## src/rtl/sim_scheduler_pkg.sv

```systemverilog
// Shared board/speed geometry and the scheduler state encoding.
package sim_scheduler_pkg;

    localparam int LOG_BOARD_SIZE = 6;
    localparam int BOARD_SIZE     = 1 << LOG_BOARD_SIZE;
    localparam int LOG_MAX_SPEED  = 5;

    typedef enum logic [1:0] {
        S_IDLE,
        S_GEN,
        S_EDIT
    } sched_state_t;

endpackage

```

## src/rtl/sim_scheduler_rise_detect.sv

```systemverilog
// Rising-edge detector: rise_out is high while level_in is 1 and was 0 last cycle.
module rise_detect (
    input  logic clk_in,
    input  logic rst_in,
    input  logic level_in,
    output logic rise_out
);

    logic level_q;

    always_ff @(posedge clk_in or posedge rst_in) begin
        if (rst_in) begin
            level_q <= 1'b0;
        end else begin
            level_q <= level_in;
        end
    end

    assign rise_out = level_in & ~level_q;

endmodule

```

## src/rtl/sim_scheduler.sv

```systemverilog
// Paces generation starts from the speed setting and serialises user cell
// toggles against generations for access to the board memory.
module sim_scheduler
    import sim_scheduler_pkg::*;
#(
    parameter int LOG_TICK_MAX = 25,
    parameter int GEN_COUNT_W  = 16
) (
    input  logic                      clk_in,
    input  logic                      rst_in,
    input  logic                      run_in,
    input  logic                      step_in,
    input  logic                      click_in,
    input  logic [LOG_BOARD_SIZE-1:0] cursor_x_in,
    input  logic [LOG_BOARD_SIZE-1:0] cursor_y_in,
    input  logic [LOG_MAX_SPEED-1:0]  speed_in,
    input  logic                      gen_done_in,
    input  logic                      toggle_ready_in,
    output logic                      gen_start_out,
    output logic                      toggle_valid_out,
    output logic [LOG_BOARD_SIZE-1:0] toggle_x_out,
    output logic [LOG_BOARD_SIZE-1:0] toggle_y_out,
    output logic                      busy_out,
    output logic [GEN_COUNT_W-1:0]    gen_count_out
);

    sched_state_t              state_q;
    logic                      click_rise;
    logic                      step_rise;
    logic                      toggle_pending_q;
    logic                      step_pending_q;
    logic [LOG_TICK_MAX-1:0]   pace_q;
    logic [LOG_TICK_MAX-1:0]   threshold;
    logic                      tick_due;
    logic                      gen_start_q;
    logic                      toggle_valid_q;
    logic                      busy_q;
    logic [LOG_BOARD_SIZE-1:0] toggle_x_q;
    logic [LOG_BOARD_SIZE-1:0] toggle_y_q;
    logic [GEN_COUNT_W-1:0]    gen_count_q;

    rise_detect u_click_rise (
        .clk_in   (clk_in),
        .rst_in   (rst_in),
        .level_in (click_in),
        .rise_out (click_rise)
    );

    rise_detect u_step_rise (
        .clk_in   (clk_in),
        .rst_in   (rst_in),
        .level_in (step_in),
        .rise_out (step_rise)
    );

    // Higher speed shortens the period; a speed change applies to the running count.
    assign threshold = {LOG_TICK_MAX{1'b1}} >> speed_in;
    assign tick_due  = (pace_q >= threshold);

    // Toggle handshake: toggle_valid_out rises only out of S_IDLE and stays high,
    // with toggle_x/y frozen, until the cycle where toggle_ready_in is also high.
    always_ff @(posedge clk_in or posedge rst_in) begin
        if (rst_in) begin
            state_q          <= S_IDLE;
            toggle_pending_q <= 1'b0;
            step_pending_q   <= 1'b0;
            pace_q           <= '0;
            gen_start_q      <= 1'b0;
            toggle_valid_q   <= 1'b0;
            busy_q           <= 1'b0;
            toggle_x_q       <= '0;
            toggle_y_q       <= '0;
            gen_count_q      <= '0;
        end else begin
            gen_start_q <= 1'b0;
            if (!(&pace_q)) begin
                pace_q <= pace_q + 1'b1;
            end
            // Single-entry request slots: a new edge while one is held is lost.
            if (click_rise && !toggle_pending_q) begin
                toggle_pending_q <= 1'b1;
                toggle_x_q       <= cursor_x_in;
                toggle_y_q       <= cursor_y_in;
            end
            if (step_rise && !run_in) begin
                step_pending_q <= 1'b1;
            end
            case (state_q)
                S_IDLE: begin
                    if (toggle_pending_q) begin
                        state_q        <= S_EDIT;
                        toggle_valid_q <= 1'b1;
                        busy_q         <= 1'b1;
                    end else if ((run_in && tick_due) || step_pending_q) begin
                        state_q        <= S_GEN;
                        gen_start_q    <= 1'b1;
                        step_pending_q <= 1'b0;
                        pace_q         <= '0;
                        busy_q         <= 1'b1;
                    end
                end
                S_GEN: begin
                    if (gen_done_in) begin
                        state_q     <= S_IDLE;
                        busy_q      <= 1'b0;
                        gen_count_q <= gen_count_q + 1'b1;
                    end
                end
                S_EDIT: begin
                    if (toggle_ready_in) begin
                        state_q          <= S_IDLE;
                        toggle_valid_q   <= 1'b0;
                        toggle_pending_q <= 1'b0;
                        busy_q           <= 1'b0;
                    end
                end
                default: begin
                    state_q <= S_IDLE;
                    busy_q  <= 1'b0;
                end
            endcase
        end
    end

    assign gen_start_out    = gen_start_q;
    assign toggle_valid_out = toggle_valid_q;
    assign toggle_x_out     = toggle_x_q;
    assign toggle_y_out     = toggle_y_q;
    assign busy_out         = busy_q;
    assign gen_count_out    = gen_count_q;

endmodule
```

## config.mk

```make
export PLATFORM = sky130hd
export DESIGN_NAME = sim_scheduler
export DESIGN_NICKNAME = d
export VERILOG_FILES = /design/src/rtl/sim_scheduler_pkg.sv /design/src/rtl/sim_scheduler_rise_detect.sv /design/src/rtl/sim_scheduler.sv
export SDC_FILE = /design/constraint.sdc
export NUM_CORES = 1
export LEC_CHECK = 0
export CAP_MARGIN = 20
export CORE_ASPECT_RATIO = 0.8
export CORE_MARGIN = 1.5
export CORE_UTILIZATION = 40
export DETAILED_ROUTE_END_ITERATION = 7
export GPL_ROUTABILITY_DRIVEN = 0
export PLACE_DENSITY = 0.61
export SLEW_MARGIN = 0
export SYNTH_ARGS = -nofsm -noshare
export SYNTH_HDL_FRONTEND = slang
export SYNTH_HIERARCHICAL = 1
export SYNTH_SLANG_ARGS = --single-unit
```

## constraint.sdc

```tcl
create_clock -name clk_in -period 5.6 [get_ports clk_in]
set_input_delay 1.68 -clock clk_in [delete_from_list [all_inputs] [get_ports clk_in]]
set_output_delay 1.68 -clock clk_in [all_outputs]
set_load 0.005 [all_outputs]
```

## Yosys cells after proc, flatten, opt, wreduce, memory -nomap -nowiden

Index checks and enable logic that the tools add are counted.

- Bits of input ports: 24
- Flip-flop bits (word level): 62
- Word-level logic and storage cells: 64

- $lt $le $gt $ge: 1
- Bitwise operators: 4
- Multiplexer cells: 26
- Shift operators: 1
- Reduce and logical (&&, ||, !) cells: 12
- $add $sub $neg: 2
- Equality and inequality tests: 6

Operators with widths:

| cell | number |
|---|---|
| 2-to-1 mux 25 bit | 4 |
| adder 25 x 1 -> 25 bit (second input constant) | 1 |
| >= comparator 25 bit | 1 |
| AND reduction 25 bit | 1 |
| right shift 25 x 5 -> 25 bit (first input constant) | 1 |
| adder 16 x 1 -> 16 bit (second input constant) | 1 |
| 2-to-1 mux 1 bit | 15 |
| 2-to-1 mux 2 bit | 4 |
| != test 2 bit (second input constant) | 3 |
| one-hot mux 2 bit (3 select lines) | 1 |
| AND reduction 3 bit | 2 |
| logical AND 1 bit | 3 |
| != test 3 bit (second input constant) | 1 |
| one-hot mux 1 bit (3 select lines) | 1 |
| AND 1 bit | 2 |
| equality test 2 x 1 -> 1 bit (second input constant) | 1 |
| equality test 2 bit (second input constant) | 1 |
| logical NOT 1 bit | 2 |
| logical NOT 2 bit | 1 |
| inverter 1 bit | 2 |
| one-hot mux 1 bit (2 select lines) | 1 |
| AND reduction 2 bit | 1 |
| nonzero test 2 bit | 1 |
| logical OR 1 bit | 1 |

## Logic depth before layout (Yosys ltp)

Gate-level depths: netlist of the first run.

- Word-level depth: 7
- Mapped depth: 13
- Depth with buffers taken out: 11

## Hierarchy

Netlist of the first run, hierarchy kept.

By module, submodules not included:

| module | cells each | instances | area an instance (um^2) |
|---|---|---|---|
| sim_scheduler | 377 | 1 | 3817.4 |
| rise_detect | 3 | 2 | 42.5 |

## Worst setup path after synthesis of the first run

Ideal clock, no wire load.

- Path kind: input to register
- From: in speed_in[3]
- To: reg state_q[0]
- Buffers on the path: 1
- Setup time: 0.131 ns
- Path slack: 1.367 ns
- Data required time: 5.469 ns
- Arrival time: 4.102 ns
- Stages on the path: 12
- Path through: clkbuf_1 nor2_1 inv_2 nor2_1 inv_1 or2_1 ha_1 a21oi_1 a21boi_1 a2111oi_2 o22ai_4 or3_1

- Cells in the longest elaborated chain, start to end: 6

RTL lines:

| what | line | text |
|---|---|---|
| start, declared | sim_scheduler.sv:16 | `input logic [LOG_MAX_SPEED-1:0] speed_in,` |
| right shift 25 x 5 -> 25 bit | sim_scheduler.sv:57 | `assign threshold = {LOG_TICK_MAX{1'b1}} >> speed_in;` |
| >= comparator 25 bit | sim_scheduler.sv:58 | `assign tick_due = (pace_q >= threshold);` |
| logical AND 1 bit | sim_scheduler.sv:94 | `end else if ((run_in && tick_due) \|\| step_pending_q) begin` |
| logical OR 1 bit | sim_scheduler.sv:94 |  |
| != test 3 bit (no line) | - |  |
| AND reduction 3 bit (no line) | - |  |
| end signal, assigned | sim_scheduler.sv:91 | `state_q <= S_EDIT;` |
| end signal, assigned | sim_scheduler.sv:95 | `state_q <= S_GEN;` |
| end signal, assigned | sim_scheduler.sv:104 | `state_q <= S_IDLE;` |
| end, declared | sim_scheduler.sv:27 | `sched_state_t state_q;` |

Every way passes these cells.
A chain may end at the register's enable or synchronous reset.

## Worst setup path after layout of the first run

Ends and elaborated chain as after synthesis.

==> results of run 1 <==
-- routing by layer --
metal	vias up	GRT usage [%]	part of all wire [%]
li1	1527	-	-
met4	0	4.69	0.86
met5	-	0	0
met2	80	27.0	43
met1	1555	29.1	51
met3	7	4.54	5.4
-- cell families (layout without fill, tap and decap cells) --
kind of cell | Yosys count | count (layout)
AOI/OAI and AO/OA | 69 | 69
xor gates and xnor gates | 31 | 31
adders and majority gates | 27 | 27
buffers and inverters | 29 | 88
DFF | 62 | 62
muxes | 14 | 14
and+or+nand+nor | 151 | 151
-- critical path: cells and delay by family --
kind | cells | cell delay, ps
buffers and inverters | 3 | 710
AOI/OAI and AO/OA | 4 | 1120
adders and majority gates | 1 | 320
and+or+nand+nor | 4 | 1200
-- how the worst max path moves through the flow --
stage / startpoint / to / slack (ps) / cells past startpoint
2_1_floorplan: speed_in[3] / state_q[0] / 1370 / 12
3_3_place_gp: speed_in[3] / pace_q[4] / 590 / 11
3_5_place_dp: speed_in[3] / state_q[0] / 460 / 12
4_1_cts: speed_in[3] / state_q[0] / 770 / 12
5_1_grt: speed_in[3] / pace_q[5] / 450 / 11
6_report: speed_in[3] / state_q[0] / 760 / 12
-- synthesized netlist by cell type (all sizes together), types with 5 or more instances --
| master | number |
|---|---|
| a211oi | 10 |
| a21boi | 7 |
| a21oi | 16 |
| and2 | 6 |
| and3 | 6 |
| and4 | 9 |
| buf | 8 |
| clkbuf | 8 |
| dfrtp | 62 |
| ha | 27 |
| inv | 13 |
| mux2 | 13 |
| nand2 | 29 |
| nand3 | 14 |
| nand4 | 14 |
| nor2 | 21 |
| nor3 | 26 |
| nor4 | 9 |
| o21ai | 12 |
| xnor2 | 26 |
| xor2 | 5 |
-- state kept, by name, indices dropped and copies added, names as in the netlist --
signal,cells
busy_out,1
gen_count_out,16
gen_start_out,1
pace_q,25
state_q,2
step_pending_q,1
toggle_pending_q,1
toggle_valid_out,1
toggle_x_out,6
toggle_y_out,6
u_click_rise/level_q,1
u_step_rise/level_q,1
-- power breakdown --
part           switching [mW]  total (mW)  leakage, nW  internal [mW]
Combinational           0.362       0.781         1.10          0.419
Sequential              0.205       0.809        0.805          0.603
Clock                   0.195       0.506        0.126          0.311
Total                   0.762        2.10         2.03           1.33
-- final cells by class --
| cell class | instances | area [um^2] |
|---|---|---|
| fillers | 880 | 4760 |
| multi-input cells | 292 | 2200 |
| flip-flops and latches | 62 | 1550 |
| repair buffers | 59 | 591 |
| clock buffers | 13 | 250 |
| well taps | 119 | 149 |
| inverters | 13 | 48.8 |
| clock inverters | 3 | 20.0 |
-- through the flow --
stage / std cells / hold slack [ps] / total power, mW / setup WS, ps / util (%)
floorplan: 383 / 468 / 1.31 / 1370 / -
global placement: 544 / 475 / 1.56 / 585 / 47.4
detailed placement: 545 / 473 / 1.59 / 464 / 47.5
CTS: 561 / 484 / 2.11 / 772 / 50.3
global route: 561 / 513 / 2.25 / 451 / 50.3
finish: 561 / 482 / 2.10 / 759 / 50.3
==> results_tabular.tex, run 1 <==
\begin{tabular}{lr}
\hline
Metric & Value \\
\hline
\multicolumn{2}{l}{\textbf{Status}} \\
\quad Outcome & finished, final reports clean \\
\multicolumn{2}{l}{\textbf{Timing}} \\
\quad Final-layout setup total negative slack & 0 ps \\
\quad Largest clock skew in the final design & 9.39 ps \\
\quad Slew HR & 31.2\% \\
\quad Number of hold violations in the final report & 0 \\
\quad Peak clock frequency supported by timing & roughly 0.21 GHz \\
\quad Unrepaired setup endpoints after global routing & false \\
\quad Final setup violation count & 0 \\
\quad Measured slew at the worst slew-check pin & 1020 ps \\
\quad Share of the clock period used by the worst path & 86.4\% \\
\quad Post-layout minimum cycle time & 4840 ps \\
\quad Number of max-slew violations in the final report & 0 \\
\multicolumn{2}{l}{\textbf{Clocking}} \\
\quad H-Tree Level Count & 3 \\
\quad Number of clock sinks & 62 \\
\quad Clock latency of the later-clocked register in the worst-skew pair & 320 ps \\
\quad Master cell of the clock root buffer & sky130\_fd\_sc\_hd\_\_clkbuf\_16 \\
\quad Register clock-pin slew on the reported worst setup and hold paths & roughly 50 ps \\
\quad Hold-fix buffers at CTS & 0 \\
\quad Cts repair resizes & 0 \\
\quad Post-CTS setup buffer count & 0 \\
\quad TritonCTS clock tree & built \\
\quad Worst-case clock buffer depth & 2 \\
\quad Clock buffer count from CTS & 9 \\
\multicolumn{2}{l}{\textbf{Setup path}} \\
\quad Flop-to-flop setup slack & slightly below 3000 ps \\
\quad Setup crit start kind & input port \\
\quad Worst Reg-to-Reg Cells & 6 \\
\quad Cell repeated most along the worst path & sky130\_fd\_sc\_hd\_\_nor2\_1 \\
\quad Slowest stage cell on the critical path & sky130\_fd\_sc\_hd\_\_clkdlybuf4s50\_1 \\
\quad CP endpoint kind & flop \\
\quad Critical Path, Cell by Cell & clkdlybuf4s50\_1 -> nor2\_1 -> inv\_2 -> nor2\_1 -> inv\_1 -> or2\_1 -> ha\_1 -> a21oi\_1 -> a21boi\_1 -> a2111oi\_2 -> o22ai\_4 -> or3\_1 \\
\quad Data required time at the worst endpoint & between 5000 and 6000 ps \\
\quad Reg2reg start & pace\_q[12] \\
\quad Data arrival time of the critical path & between 5000 and 6000 ps \\
\quad Critical register-to-register path endpoint & state\_q[0] \\
\quad Slowest stage delay, CP & 550 ps \\
\quad Crit-path max FO & 27 \\
\quad Path type of the worst setup path & in -> reg \\
\multicolumn{2}{l}{\textbf{Die}} \\
\quad Die Ht & between 90 and 100 um \\
\quad Row count & 32 \\
\quad X dimension of the die & 113 um \\
\quad IO Pins & 55 \\
\quad Effective utilization at floorplan & 40.8\% \\
\quad Core region area & 9570 um\^{}2 \\
\quad Die Outline Area & 10,400 um\^{}2 \\
\multicolumn{2}{l}{\textbf{Synth}} \\
\quad Post-synthesis instance area & 3900 um\^{}2 \\
\quad Post-synthesis cell type count & 58 \\
\quad Area fraction in compound gates after synthesis & 12.6\% \\
\quad Dominant synthesized flop cell & sky130\_fd\_sc\_hd\_\_dfrtp\_1 \\
\quad Count of state elements after synthesis & 62 \\
\quad Fraction of post-synthesis cell area in the top cell type by area & between 30\% and 40\% \\
\quad Average cell area after synthesis & 10.2 um\^{}2 \\
\quad Biggest area contributors in the synthesized netlist & sky130\_fd\_sc\_hd\_\_dfrtp\_1 40\%, sky130\_fd\_sc\_hd\_\_ha\_1 8.7\%, sky130\_fd\_sc\_hd\_\_xnor2\_1 5.8\%, sky130\_fd\_sc\_hd\_\_nor3\_2 4.9\%, sky130\_fd\_sc\_hd\_\_mux2\_2 3.8\% \\
\quad Proportion of synthesized flip-flops having asynchronous set or reset & 100\% \\
\quad Dominant combinational cell family by area after synthesis & simple AND/OR/NAND/NOR gates \\
\quad Cell accounting for the most synthesized area & sky130\_fd\_sc\_hd\_\_dfrtp\_1 \\
\quad Count of flip-flops with a built-in enable after synthesis & 0 \\
\quad Synthesized netlist cell count & 383 \\
\quad Synth Area in Simple Gates & 24.0\% \\
\quad Multiplexer area fraction after synthesis & 4.01\% \\
\quad Synthesized net count & 434 \\
\quad Yosys warns & 6 \\
\quad Xor-xnor portion of the synthesized cell area & 6.96\% \\
\quad Fraction of the yosys area taken by sequential cells & 39.8\% \\
\quad Area share of fa/ha/maj cells after synthesis & 8.66\% \\
\multicolumn{2}{l}{\textbf{GRT}} \\
\quad Initial antenna violation count & 0 \\
\quad Global-route usage over all layers & 19.1\% \\
\quad Number of global-route vias before repair & roughly 3,000 \\
\quad Pin count of the biggest net entering global routing & 35 \\
\quad Overall overflow remaining after global route & 0 \\
\quad First-pass GRT wire length & 15,400 um \\
\multicolumn{2}{l}{\textbf{Worst hold path}} \\
\quad Hold Path End & gen\_count\_out[15] \\
\quad Hold Startpoint & gen\_count\_out[15] \\
\quad Type of the tightest min-delay check & reg -> reg \\
\quad Worst hold path stage count & 1 \\
\multicolumn{2}{l}{\textbf{Final layout}} \\
\quad Commonest non-fill, non-tap cells in the layout & 62 x sky130\_fd\_sc\_hd\_\_dfrtp\_1, 54 x sky130\_fd\_sc\_hd\_\_clkdlybuf4s50\_1, 29 x sky130\_fd\_sc\_hd\_\_nand2\_1 \\
\quad Layout overhead on the synthesized area & 23.3\% \\
\quad Inserted Diodes & 0 \\
\quad Net count reported at finish & 488 \\
\quad Leading cell type in the layout, fill and taps excluded & sky130\_fd\_sc\_hd\_\_dfrtp\_1 \\
\quad Fraction of final layout cells sized beyond drive strength 1 & 14.5\% \\
\quad Final instance area & just under 5000 um\^{}2 \\
\multicolumn{2}{l}{\textbf{Pwr}} \\
\quad Leakage power of the design & about 2.0 nW \\
\quad Total power density per cell area & 435 nW/um\^{}2 \\
\quad Worst IR Drop VDD & 172 uV \\
\multicolumn{2}{l}{\textbf{Drt}} \\
\quad Drt first-iter violations & 202 \\
\quad Routed Antenna Nets & 0 \\
\quad Mean number of vias per cell & 5.65 \\
\quad Wirelength per Cell & between 15 and 20 um \\
\quad Sum of routed wire length over all layers & approximately 9300 um \\
\quad Number of detailed-routing iterations run before antenna repair & 5 \\
\quad DRC viols & 0 \\
\quad Via count of the routed design & 3,169 \\
\multicolumn{2}{l}{\textbf{Place}} \\
\quad Port buffer count & 54 \\
\quad Area of placed instances & 4540 um\^{}2 \\
\quad Placed wire-length estimate after detailed placement & roughly 6700 um \\
\multicolumn{2}{l}{\textbf{Run}} \\
\quad Max-cap violations & 0 \\
\hline
\end{tabular}
Note: power is estimated with default switching activity, not from simulation.
==> run 2, diff against run 1 <==
--- a/config.mk
+++ b/config.mk
@@ -11,7 +11,9 @@
 export CORE_UTILIZATION = 40
 export DETAILED_ROUTE_END_ITERATION = 7
 export GPL_ROUTABILITY_DRIVEN = 0
-export PLACE_DENSITY = 0.61
+export PLACE_DENSITY = 0.7
+export SKIP_CTS_REPAIR_TIMING = 1
+export SKIP_LAST_GASP = 1
 export SLEW_MARGIN = 0
 export SYNTH_ARGS = -nofsm -noshare
 export SYNTH_HDL_FRONTEND = slang
==> run 2 against run 1 <==
Largest power group unchanged. Global-route usage shrank 0.73 points. Sequential power shrank 1%. Count of clock-buffer cells in the layout shrank 1. Critical endpoint is now pace_q[4].
==> results_tabular.tex, run 2 (synthesis gave the netlist of run 1 again) <==
\begin{tabular}{lr}
\hline
Metric & Value \\
\hline
\multicolumn{2}{l}{\textbf{Status}} \\
\quad Outcome & finished, final reports clean (unchanged) \\
\multicolumn{2}{l}{\textbf{Clocking}} \\
\quad H-Tree Level Count & 3 (unchanged) \\
\quad Register clock-pin slew on the reported worst setup and hold paths & 50 ps (about the same) \\
\quad Master cell of the clock root buffer & sky130\_fd\_sc\_hd\_\_clkbuf\_16 (unchanged) \\
\quad Number of clock sinks & 62 (unchanged) \\
\quad Clock buffer count from CTS & 9 (unchanged) \\
\quad Clock latency of the later-clocked register in the worst-skew pair & 320 ps (about the same) \\
\quad TritonCTS clock tree & built (unchanged) \\
\quad Worst-case clock buffer depth & 2 (unchanged) \\
\multicolumn{2}{l}{\textbf{Timing}} \\
\quad Final-layout setup total negative slack & 0 ps (unchanged) \\
\quad Number of max-slew violations in the final report & 0 (unchanged) \\
\quad Unrepaired setup endpoints after global routing & false (unchanged) \\
\quad Worst-case setup margin in the final layout & 793 ps (was 759 ps) \\
\quad Measured slew at the worst slew-check pin & 1110 ps (was 1020 ps) \\
\quad Post-layout minimum cycle time & 4810 ps (was 4840 ps) \\
\quad Slew HR & 25.2\% (was 31.2\%) \\
\quad Largest clock skew in the final design & 8.03 ps (was 9.39 ps) \\
\quad Final setup violation count & 0 (unchanged) \\
\quad Share of the clock period used by the worst path & 85.8\% (was 86.4\%) \\
\quad Peak clock frequency supported by timing & 0.208 GHz (was 0.207 GHz) \\
\quad Number of hold violations in the final report & 0 (unchanged) \\
\multicolumn{2}{l}{\textbf{Place}} \\
\quad Pre-CTS WS & 470 ps (was 464 ps) \\
\quad Port buffer count & 54 (unchanged) \\
\quad Placed wire-length estimate after detailed placement & 6740 um (was 6710 um) \\
\quad Post-Place Cells & 545 (unchanged) \\
\multicolumn{2}{l}{\textbf{Setup path}} \\
\quad CP endpoint kind & flop (unchanged) \\
\quad Path type of the worst setup path & in -> reg (unchanged) \\
\quad Data required time at the worst endpoint & 5760 ps (was 5790 ps) \\
\quad Reg2reg start & pace\_q[12] (unchanged) \\
\quad Crit-path max FO & 27 (unchanged) \\
\quad Setup crit start kind & input port (unchanged) \\
\quad Data arrival time of the critical path & 4960 ps (was 5040 ps) \\
\quad Start point of the critical path & speed\_in[3] (unchanged) \\
\quad Flop-to-flop setup slack & 2950 ps (was 2900 ps) \\
\multicolumn{2}{l}{\textbf{Final layout}} \\
\quad Commonest non-fill, non-tap cells in the layout & 62 x sky130\_fd\_sc\_hd\_\_dfrtp\_1, 54 x sky130\_fd\_sc\_hd\_\_clkdlybuf4s50\_1, 29 x sky130\_fd\_sc\_hd\_\_nand2\_1 (unchanged) \\
\quad Largest Register & pace\_q (unchanged) \\
\quad Leading cell type in the layout, fill and taps excluded & sky130\_fd\_sc\_hd\_\_dfrtp\_1 (unchanged) \\
\quad Net count reported at finish & 488 (unchanged) \\
\quad Fraction of final layout cells sized beyond drive strength 1 & 14.7\% (was 14.5\%) \\
\quad Non-filler cells, final & 561 (unchanged) \\
\quad Layout overhead on the synthesized area & 23.3\% (about the same) \\
\quad Flip-flop count of the largest register, all copies and words added & 25 (unchanged) \\
\quad Inserted Diodes & 0 (unchanged) \\
\quad Fill cell total of the finished layout & 839 (was 880) \\
\multicolumn{2}{l}{\textbf{GRT}} \\
\quad First-pass GRT wire length & 15,000 um (was 15,400 um) \\
\quad Global-route usage over all layers & 18.4\% (was 19.1\%) \\
\quad Number of global-route vias before repair & 2,923 (was 3,023) \\
\quad Initial antenna violation count & 0 (unchanged) \\
\quad Overall overflow remaining after global route & 0 (unchanged) \\
\quad Pin count of the biggest net entering global routing & 34 (was 35) \\
\multicolumn{2}{l}{\textbf{Worst hold path}} \\
\quad Hold Startpoint & gen\_count\_out[15] (unchanged) \\
\quad Type of the tightest min-delay check & reg -> reg (unchanged) \\
\multicolumn{2}{l}{\textbf{Run}} \\
\quad Max-cap violations & 0 (unchanged) \\
\multicolumn{2}{l}{\textbf{Pwr}} \\
\quad Switching power total & 0.748 mW (was 0.762 mW) \\
\quad Combinational power share & 37.9\% (was 37.3\%) \\
\quad Total power density per cell area & 432 nW/um\^{}2 (was 435 nW/um\^{}2) \\
\quad Worst IR Drop VDD & 174 uV (was 172 uV) \\
\quad Sw frac & 36.0\% (was 36.4\%) \\
\quad Share of total power in the clock network & 23.7\% (was 24.1\%) \\
\quad Seq pwr share & 38.4\% (was 38.6\%) \\
\quad Leakage power of the design & 2.04 nW (was 2.03 nW) \\
\quad Total internal power & 1.33 mW (about the same) \\
\quad Overall power & 2.08 mW (was 2.10 mW) \\
\multicolumn{2}{l}{\textbf{Drt}} \\
\quad Sum of routed wire length over all layers & 8970 um (was 9290 um) \\
\quad Number of detailed-routing iterations run before antenna repair & 5 (unchanged) \\
\quad Via count of the routed design & 3,170 (was 3,169) \\
\quad Drt first-iter violations & 226 (was 202) \\
\quad Wirelength per Cell & 16.0 um (was 16.6 um) \\
\quad Mean number of vias per cell & 5.65 (about the same) \\
\quad DRC viols & 0 (unchanged) \\
\quad Routed Antenna Nets & 0 (unchanged) \\
\multicolumn{2}{l}{\textbf{Die}} \\
\quad Row count & 32 (unchanged) \\
\quad Die Ht & 91.3 um (unchanged) \\
\quad Die Outline Area & 10,400 um\^{}2 (unchanged) \\
\quad X dimension of the die & 113 um (unchanged) \\
\quad Core region area & 9570 um\^{}2 (unchanged) \\
\quad IO Pins & 55 (unchanged) \\
\quad Effective utilization at floorplan & 40.8\% (unchanged) \\
\hline
\end{tabular}
==> run 2: cell types whose count changed in the layout (fill, tap and decap cells not counted) <==
cell / change
sky130_fd_sc_hd__clkbuf_1: -1
sky130_fd_sc_hd__clkinv_2: +2
sky130_fd_sc_hd__clkinvlp_4: -1
==> run 2: path summary, 6_finish.rpt <==
| path | cells past startpoint | endpoint |
|---|---|---|
| worst max-delay path | 11 | pace_q[4] |
| worst min-delay path | 1 | gen_count_out[15] |
| worst max register to register | 6 | state_q[0] |
| worst min register to register | 1 | gen_count_out[15] |
| max in group asynchronous | 3 | pace_q[13] |
| min in group asynchronous | 2 | u_step_rise/level_q |
==> run 2: layout make-up <==
class / instances / area (um^2) / share of cell area [%]
clock buffers: 12 / 246 / 5.12
clock inverters: 4 / 22.5 / 0.468
inverters: 13 / 48.8 / 1.01
multi-input cells: 292 / 2200 / 45.8
flip-flops and latches: 62 / 1550 / 32.2
well taps: 119 / 149 / 3.09
repair buffers: 59 / 591 / 12.3
==> run 2: per-stage QoR <==
stage	utilization, %	cell area, um^2	hold WS (ps)
floorplan	-	3900	468
global placement	47.5	4540	471
detailed placement	47.5	4540	470
CTS	50.3	4810	487
global route	50.3	4810	499
finish	50.3	4810	479
==> run 2: layer usage <==
metal	global-route usage, %	routed length (um)	vias to the layer above
met5	0	0	-
met4	6.25	120	0
met3	5.47	501	11
met2	28.0	4180	85
met1	25.0	4170	1552
li1	-	-	1522
==> run 2: power by group through the flow <==
stage	combinational, mW	sequential (mW)	clock, mW
6_report	0.788	0.799	0.493
2_1_floorplan	0.573	0.740	0
3_3_place_gp	0.761	0.794	0
5_1_grt	0.877	0.830	0.526
3_5_place_dp	0.787	0.803	0
4_1_cts	0.791	0.798	0.503
==> run 2: worst max-delay path, stage by stage <==
cell and delay (ps):
sky130_fd_sc_hd__clkdlybuf4s50_1 540, sky130_fd_sc_hd__nor2_1 340, sky130_fd_sc_hd__inv_2 80, sky130_fd_sc_hd__nor2_1 160, sky130_fd_sc_hd__inv_1 80, sky130_fd_sc_hd__or2_1 220, sky130_fd_sc_hd__ha_1 330, sky130_fd_sc_hd__nand4_1 150
sky130_fd_sc_hd__or3_4 430, sky130_fd_sc_hd__o22ai_4 780, sky130_fd_sc_hd__nor4_1 160
